`config.mk`:
```
export PLATFORM = sky130hd
export DESIGN_NAME = bf_weight_loader
export DESIGN_NICKNAME = d
export VERILOG_FILES = /design/src/rtl/bf_weight_loader.sv
export SDC_FILE = /design/constraint.sdc
export NUM_CORES = 1
export LEC_CHECK = 0
export BUFFER_PORTS_ARGS = -buffer_cell sky130_fd_sc_hd__buf_4
export CORE_MARGIN = 2
export CORE_UTILIZATION = 25
export CTS_CLUSTER_DIAMETER = 80
export CTS_CLUSTER_SIZE = 40
export DETAILED_ROUTE_END_ITERATION = 16
export HOLD_SLACK_MARGIN = 0.05
export SYNTH_ARGS = -nofsm -noshare
export SYNTH_HDL_FRONTEND = slang
export SYNTH_SLANG_ARGS = --single-unit
export TNS_END_PERCENT = 50
```
`constraint.sdc`:
```
create_clock -name clock -period 2.5 [get_ports clock]
set_input_delay 0.625 -clock clock [delete_from_list [all_inputs] [get_ports clock]]
set_output_delay 0.625 -clock clock [all_outputs]
set_load 0.05 [all_outputs]
```
`src/rtl/bf_weight_loader.sv`:
```
// bf_weight_loader: double-buffered beam-weight bank for the 8-channel
// beamformer. The host fills a shadow bank; a commit copies it to the
// active bank on the next prescaler frame boundary.
//
// Ports:
//   clock, reset       synchronous active-high reset
//   wr_valid/wr_ready  shadow write handshake
//   wr_sel             0 cos_1, 1 sin_1, 2 cos_2, 3 sin_2
//   wr_ch, wr_bcast    target channel, or all 8 when wr_bcast
//   wr_data            5-bit two's-complement weight
//   commit_req         request shadow-to-active copy
//   busy               commit pending
//   commit_done        pulse in the first cycle new weights are visible
//   w_cos_1..w_sin_2   active bank, channel c at [c]
module bf_weight_loader #(
   parameter int         FRAME_LEN = 8,
   parameter logic [4:0] RST_COS   = 5'd15
) (
   input  logic            clock,
   input  logic            reset,
   input  logic            wr_valid,
   output logic            wr_ready,
   input  logic [1:0]      wr_sel,
   input  logic [2:0]      wr_ch,
   input  logic            wr_bcast,
   input  logic [4:0]      wr_data,
   input  logic            commit_req,
   output logic            busy,
   output logic            commit_done,
   output logic [7:0][4:0] w_cos_1,
   output logic [7:0][4:0] w_sin_1,
   output logic [7:0][4:0] w_cos_2,
   output logic [7:0][4:0] w_sin_2
);

   localparam int CW = $clog2(FRAME_LEN);

   typedef enum logic {
      IDLE,
      PENDING
   } state_t;

   typedef logic [3:0][7:0][4:0] bank_t;

   state_t         state;
   state_t         state_nxt;
   logic [CW-1:0]  frame_cnt;
   logic           frame_end;
   logic           swap;
   logic           wr_fire;
   bank_t          shadow;
   bank_t          active;

   // Odd selects are sin arrays (reset 0), even selects are cos arrays.
   function automatic bank_t bank_default();
      bank_t b;
      for (int s = 0; s < 4; s++) begin
         for (int c = 0; c < 8; c++) begin
            b[s][c] = (s % 2 == 1) ? 5'd0 : RST_COS;
         end
      end
      return b;
   endfunction

   assign frame_end = (frame_cnt == CW'(FRAME_LEN - 1));

   always_comb begin
      state_nxt = state;
      wr_ready  = 1'b0;
      busy      = 1'b0;
      swap      = 1'b0;
      unique case (state)
         IDLE: begin
            wr_ready = 1'b1;
            if (commit_req) begin
               state_nxt = PENDING;
            end
         end
         PENDING: begin
            busy = 1'b1;
            if (frame_end) begin
               swap      = 1'b1;
               state_nxt = IDLE;
            end
         end
      endcase
      // Reset forces the handshake to its idle look immediately.
      if (reset) begin
         wr_ready = 1'b1;
         busy     = 1'b0;
      end
   end

   assign wr_fire = wr_valid & wr_ready & ~reset;

   always_ff @(posedge clock) begin
      if (reset) begin
         state     <= IDLE;
         frame_cnt <= '0;
      end else begin
         state     <= state_nxt;
         frame_cnt <= frame_cnt + CW'(1);
      end
   end

   always_ff @(posedge clock) begin
      if (reset) begin
         commit_done <= 1'b0;
         shadow      <= bank_default();
         active      <= bank_default();
      end else begin
         commit_done <= swap;
         if (swap) begin
            active <= shadow;
         end
         if (wr_fire) begin
            for (int c = 0; c < 8; c++) begin
               if (wr_bcast || wr_ch == 3'(c)) begin
                  shadow[wr_sel][c] <= wr_data;
               end
            end
         end
      end
   end

   assign w_cos_1 = active[0];
   assign w_sin_1 = active[1];
   assign w_cos_2 = active[2];
   assign w_sin_2 = active[3];

endmodule

```
==> run_results.csv, run 1 <==
group,metric,value,unit
clock_network,cts_num_sinks,325,
power,power_leakage,6.05,nW
hold_path,hp-class,"primary input to flop",
layout,design_area,14000,sq um
sta,tightestPinTransition,0.904,ns
logic_synthesis,synthArstFlopShare,0,%
floorplanning,die_w,214,um
run_status,status,"finished clean",
setup_path,criticalPathCategory,"flop to output pin",
floorplanning,die_area,45900,sq um
floorplanning,std_cell_rows,77,
sta,period_minus_slack,2.22,ns
placement,place.gp.congestion,0.744,
setup_path,path_max_fanout,5,
placement,placedCellCount,1678,
routing,vias,7639,
global_route,grt_usage,13.2,%
clock_network,cts_setup_buffers,0,
layout,antenna_cells,0,
logic_synthesis,synth_cells,960,
sta,max_freq,0.451,GHz
setup_path,cp_top_family,"flip-flops",
clock_network,htree_levels,1,
logic_synthesis,synthFlopType,"dfxtp_1",
global_route,grt_pass1_vias,7508,
sta,rsz0062_at_grt,"no",
layout,areaGrowthSynthToFinish,26.6,%
routing,drt_iter0_markers,418,
setup_path,arrival,1.59,ns
logic_synthesis,netlist_area,11100,sq um
global_route,antenna_found_initial,3,
clock_network,cts_buffers,21,
clock_network,clkTransAtPathRegs,0.11,ns
sta,finClkSkew,0.0404,ns
global_route,grt_pass1_wl,47300,um
logic_synthesis,synth_seq_cells,325,
floorplanning,die_y,214,um
routing,wl,31100,um
placement,io_buffers,177,
clock_network,insertion_delay,0.55,ns
layout,fin_cells,1715,
floorplanning,ios,178,
setup_path,path_buf_inv,2,
layout,multi_input_area,4210,sq um
floorplanning,fp.coreArea,43900,sq um
logic_synthesis,synth_top_area_cell,"dfxtp_1",
layout,nFillCells,4490,
logic_synthesis,synth.avg_cell_area,11.5,sq um
sta,setup_viol,0,
logic_synthesis,ys_types,37,
clock_network,postCtsHoldBufs,0,
sta,hold_ws,0.284,ns
setup_path,critPathMaxStageDelay,0.46,ns
floorplanning,initial_core_util,25.2,%
routing,drtAntennaViolNets,0,
clock_network,cts-resized-gates,0,
global_route,grt_overflow,0,
clock_network,root_buffer,"clkbuf_16",
logic_synthesis,synth-edff-count,0,
placement,place_hpwl,20900,um
layout,mostFrequentLayoutCells,"dfxtp_1 (325), buf_4 (200), mux2i_1 (155)",
logic_synthesis,netlist.area_leader.share,58.8,%
layout,layout.nets,1126,
routing,drc,0,
layout,layout_commonest_cell,"dfxtp_1",
layout,final_util,31.9,%
layout,register_area,6510,sq um
sta,slew_headroom,39.5,%
global_route,grt_max_degree,97,
logic_synthesis,synth_seq_area_share,58.8,%
sta,tns,0,ns
routing,routed_via_density,4.45,
sta,drv_slew,0,
sta,finalCritPeriodShare,88.7,%
setup_path,worstPathRequired,1.88,ns
power,ir_drop,0.489,mV
logic_synthesis,synth_area_leaders,"dfxtp_1 (59%), mux2i_1 (14%), a22o_1 (7.6%), o22a_1 (5.1%), nand2_1 (3.2%)",
setup_path,crit_path_end_kind,"output pin",
logic_synthesis,synth_nets,977,
placement,place_area,13200,sq um
flow_run,cap_viol_max_count,0,
setup_path,cp-start-kind,"flop",
clock_network,clockBufferDepth,3,
logic_synthesis,yosys_warnings,0,
setup_path,worst_path_max_delay_cell,"dfxtp_1",
routing,wire_per_inst,18.2,um
sta,hold_viol,0,
routing,drt_pass1_iterations,4,
setup_path,crit_path_cell_trace,"nor2b_2 -> inv_1 -> buf_4",
clock_network,cts_tree,"built",
layout,drive_gt1_share,24.6,%
power,cellPowerDensity,699,nW/um^2
[worst paths after layout]
path,startpoint,end,slack (ns),cells after the start
hold reg to reg,frame_cnt[0]$_SDFF_PP0_,frame_cnt[0]$_SDFF_PP0_,0.43,1
setup reg to reg,frame_cnt[0]$_SDFF_PP0_,w_cos_1[32]$_SDFFE_PP1P_,0.52,5
hold / removal,commit_req,state$_SDFF_PP0_,0.28,3
setup / recovery,state$_SDFF_PP0_,wr_ready,0.28,3
[where the power goes]
part / internal (mW) / switching [mW]
Combinational: 0.123 / 0.278
Clock: 1.82 / 2.31
Sequential: 5.23 / 0.0313
Total: 7.17 / 2.62
[stage by stage]
stage	total power [mW]	setup slack (ns)
6_report	9.79	0.283
5_1_grt	10.2	0.204
4_1_cts	9.97	0.271
3_5_place_dp	5.79	0.154
3_3_place_gp	5.78	0.248
2_1_floorplan	5.61	0.223
[synth_stat cells (3+ instances only)]
master      n
inv_1       6
nand2_1    95
dfxtp_1   325
buf_2       9
nor3b_1     3
buf_1      16
clkbuf_1   54
nor2b_1     3
a31o_2      6
mux2i_1   155
o211ai_1   13
nor4_1      5
a22o_1     96
o22a_1     64
nor2_1     67
o211ai_2   10
and3b_1     3
[final cells by class]
cell class / instances / area share (%)
well taps: 592 / 5.29
multi-input cells: 543 / 30.1
inverters: 10 / 0.286
clock inverters: 16 / 2.29
flip-flops and latches: 325 / 46.5
clock buffers: 21 / 3.75
repair buffers: 208 / 11.9
[worst min-delay path: stages]
cell and delay [ns]:
buf_4 0.08, nor2_1 0.03, nor2_1 0.07
[registers in the layout, indices dropped and copies added (netlist names)]
register,flops
commit_done,1
w_cos_1,40
frame_cnt,3
w_sin_1,40
state,1
shadow,160
w_cos_2,40
w_sin_2,40
[per-layer routing]
metal / routed length (um) / up-vias / part of all wire [%] / track usage (%)
li1: - / 3732 / - / -
met1: 14300 / 3688 / 46 / 17.7
met2: 14100 / 169 / 45 / 21.5
met3: 2070 / 44 / 6.6 / 3.35
met4: 571 / 6 / 1.8 / 2.82
met5: 40 / - / 0.13 / 0
[cell families (layout without fill, tap and decap cells)]
group,count (synthesis),count (layout),share of synthesized area (%)
multiplexers,155,155,14.0
adder cells (fa/ha/maj),2,2,0.226
flip-flops,325,325,58.8
buffers and inverters,92,255,3.39
AND/OR/NAND/NOR,189,189,7.47
AO/OA/AOI/OAI,197,197,16.0
Note: power is estimated with default switching activity, not from simulation.
==> run 2, diff against run 1 <==
CTS_BUF_LIST = sky130_fd_sc_hd__clkbuf_4 sky130_fd_sc_hd__clkbuf_8   (was unset)
==> run_results.csv, run 2 (synthesized netlist as in run 1, its figures left out) <==
group,metric,value,unit
layout,layout_commonest_cell,"dfxtp_1",
floorplanning,ios,178,
hold_path,min_from,"commit_req",
routing,vias,7669,
clock_network,cts_setup_buffers,0,
clock_network,clockBufferDepth,3,
layout,drive_gt1_share,24.6,%
setup_path,cp-start-kind,"flop",
placement,io_buffers,177,
hold_path,hold_depth,3,
floorplanning,initial_core_util,25.2,%
run_status,status,"finished clean",
setup_path,criticalPathCategory,"flop to output pin",
clock_network,postCtsHoldBufs,0,
sta,period_minus_slack,2.32,ns
routing,drc,0,
global_route,grt_pass1_vias,7470,
global_route,grt_usage,13.2,%
global_route,grt_max_degree,97,
placement,place.gp.congestion,0.744,
clock_network,cts_buffers,21,
power,p_int,6.43,mW
sta,hold_viol,0,
hold_path,hp-class,"primary input to flop",
power,ir_drop,0.443,mV
global_route,grt_pass1_wl,47300,um
layout,antenna_cells,0,
setup_path,r2r_slack,0.50,ns
sta,rsz0062_at_grt,"no",
setup_path,rr_worst_depth,5,
floorplanning,die_y,214,um
clock_network,root_buffer,"clkbuf_8",
layout,mostFrequentLayoutCells,"dfxtp_1 (325), buf_4 (200), mux2i_1 (155)",
placement,place_hpwl,20900,um
clock_network,cts-resized-gates,0,
setup_path,rr_startpoint,"frame_cnt[0]$_SDFF_PP0_",
sta,finalCritPeriodShare,92.7,%
sta,slew_headroom,40.6,%
floorplanning,die_w,214,um
floorplanning,fp.coreArea,43900,sq um
sta,tightestPinTransition,0.889,ns
routing,routed_via_density,4.47,
placement,placedCellCount,1678,
power,p_seq_share,58.8,%
setup_path,r2r-end,"w_cos_1[32]$_SDFFE_PP1P_",
power,cellPowerDensity,651,nW/um^2
routing,drtAntennaViolNets,0,
setup_path,crit_path_end_kind,"output pin",
sta,tns,0,ns
setup_path,path_max_fanout,5,
layout,layout.nets,1126,
power,switching_share,28.2,%
sta,finClkSkew,0.0639,ns
clock_network,insertion_delay,0.62,ns
global_route,antenna_found_initial,3,
layout,largest_reg_flops,160,
layout,largest_register,"shadow",
flow_run,cap_viol_max_count,0,
power,p_comb_share,4.5,%
routing,drt_pass1_iterations,4,
clock_network,cts_tree,"built",
layout,nFillCells,4522,
clock_network,cts_num_sinks,325,
power,power_leakage,5.94,nW
clock_network,clkTransAtPathRegs,0.17,ns
global_route,grt_overflow,0,
sta,drv_slew,0,
setup_path,arrival,1.69,ns
layout,fin_cells,1715,
floorplanning,die_area,45900,sq um
setup_path,worstPathRequired,1.88,ns
hold_path,hold_end,"state$_SDFF_PP0_",
sta,setup_viol,0,
routing,wire_per_inst,18.1,um
sta,max_freq,0.432,GHz
routing,wl,31100,um
routing,drt_iter0_markers,419,
layout,areaGrowthSynthToFinish,24.5,%
power,switchingPower,2.53,mW
power,clkPwrFrac,36.7,%
clock_network,htree_levels,1,
floorplanning,std_cell_rows,77,
## run 2: changes by cell type in the layout (fill, tap and decap cells not counted)
cell,before,now
clkbuf_8,0,21
clkbuf_16,21,0
## run 2: worst max-delay path, cell delays in order (launching register included)
cell and delay (ns):
dfxtp_1 0.47, nor2b_2 0.34, inv_1 0.07, buf_4 0.19
## run 2: worst max path at each step
stage                     startpoint                       end  slack, ns
finish              state$_SDFF_PP0_                  wr_ready       0.18
CTS                 state$_SDFF_PP0_                  wr_ready       0.17
detailed placement          wr_ch[1]   shadow[85]$_SDFFE_PP1P_       0.15
global route        state$_SDFF_PP0_                  wr_ready        0.1
global placement            wr_ch[1]  shadow[127]$_SDFFE_PP0P_       0.25
floorplan                      reset                  wr_ready       0.22
## run 2: per-layer routing
metal / track usage (%) / part of all wire, % / vias up
met5: 0 / 0.13 / -
met4: 2.78 / 1.5 / 6
met3: 3.39 / 6.2 / 34
met2: 21.5 / 46 / 159
met1: 17.7 / 47 / 3741
li1: - / - / 3729
## run 2: power groups by stage
stage          clock [mW]  sequential (mW)  combinational (mW)
2_1_floorplan           0             5.37               0.248
3_3_place_gp            0             5.38               0.401
3_5_place_dp            0             5.38               0.410
4_1_cts              3.45             5.27               0.411
5_1_grt              3.63             5.28               0.438
6_report             3.29             5.27               0.402
## run 2: through the flow
step                worst slack [ns]  util, %  power (mW)  area [sq um]  hold WS, ns
floorplan                      0.223        -        5.61         11100        0.390
global placement               0.248     29.9        5.78         13200        0.402
detailed placement             0.154     29.9        5.79         13200        0.413
CTS                            0.167     31.3        9.13         13800        0.162
global route                  0.0961     31.3        9.35         13800        0.168
finish                         0.184     31.3        8.96         13800        0.205
## run 2: area by class of cell
cell class	instances	area (sq um)	share of cell area, %
flip-flops and latches	325	6510	47.3
multi-input cells	543	4210	30.6
repair buffers	208	1660	12.1
well taps	592	741	5.38
clock inverters	16	320	2.33
clock buffers	21	289	2.10
inverters	10	40.0	0.291
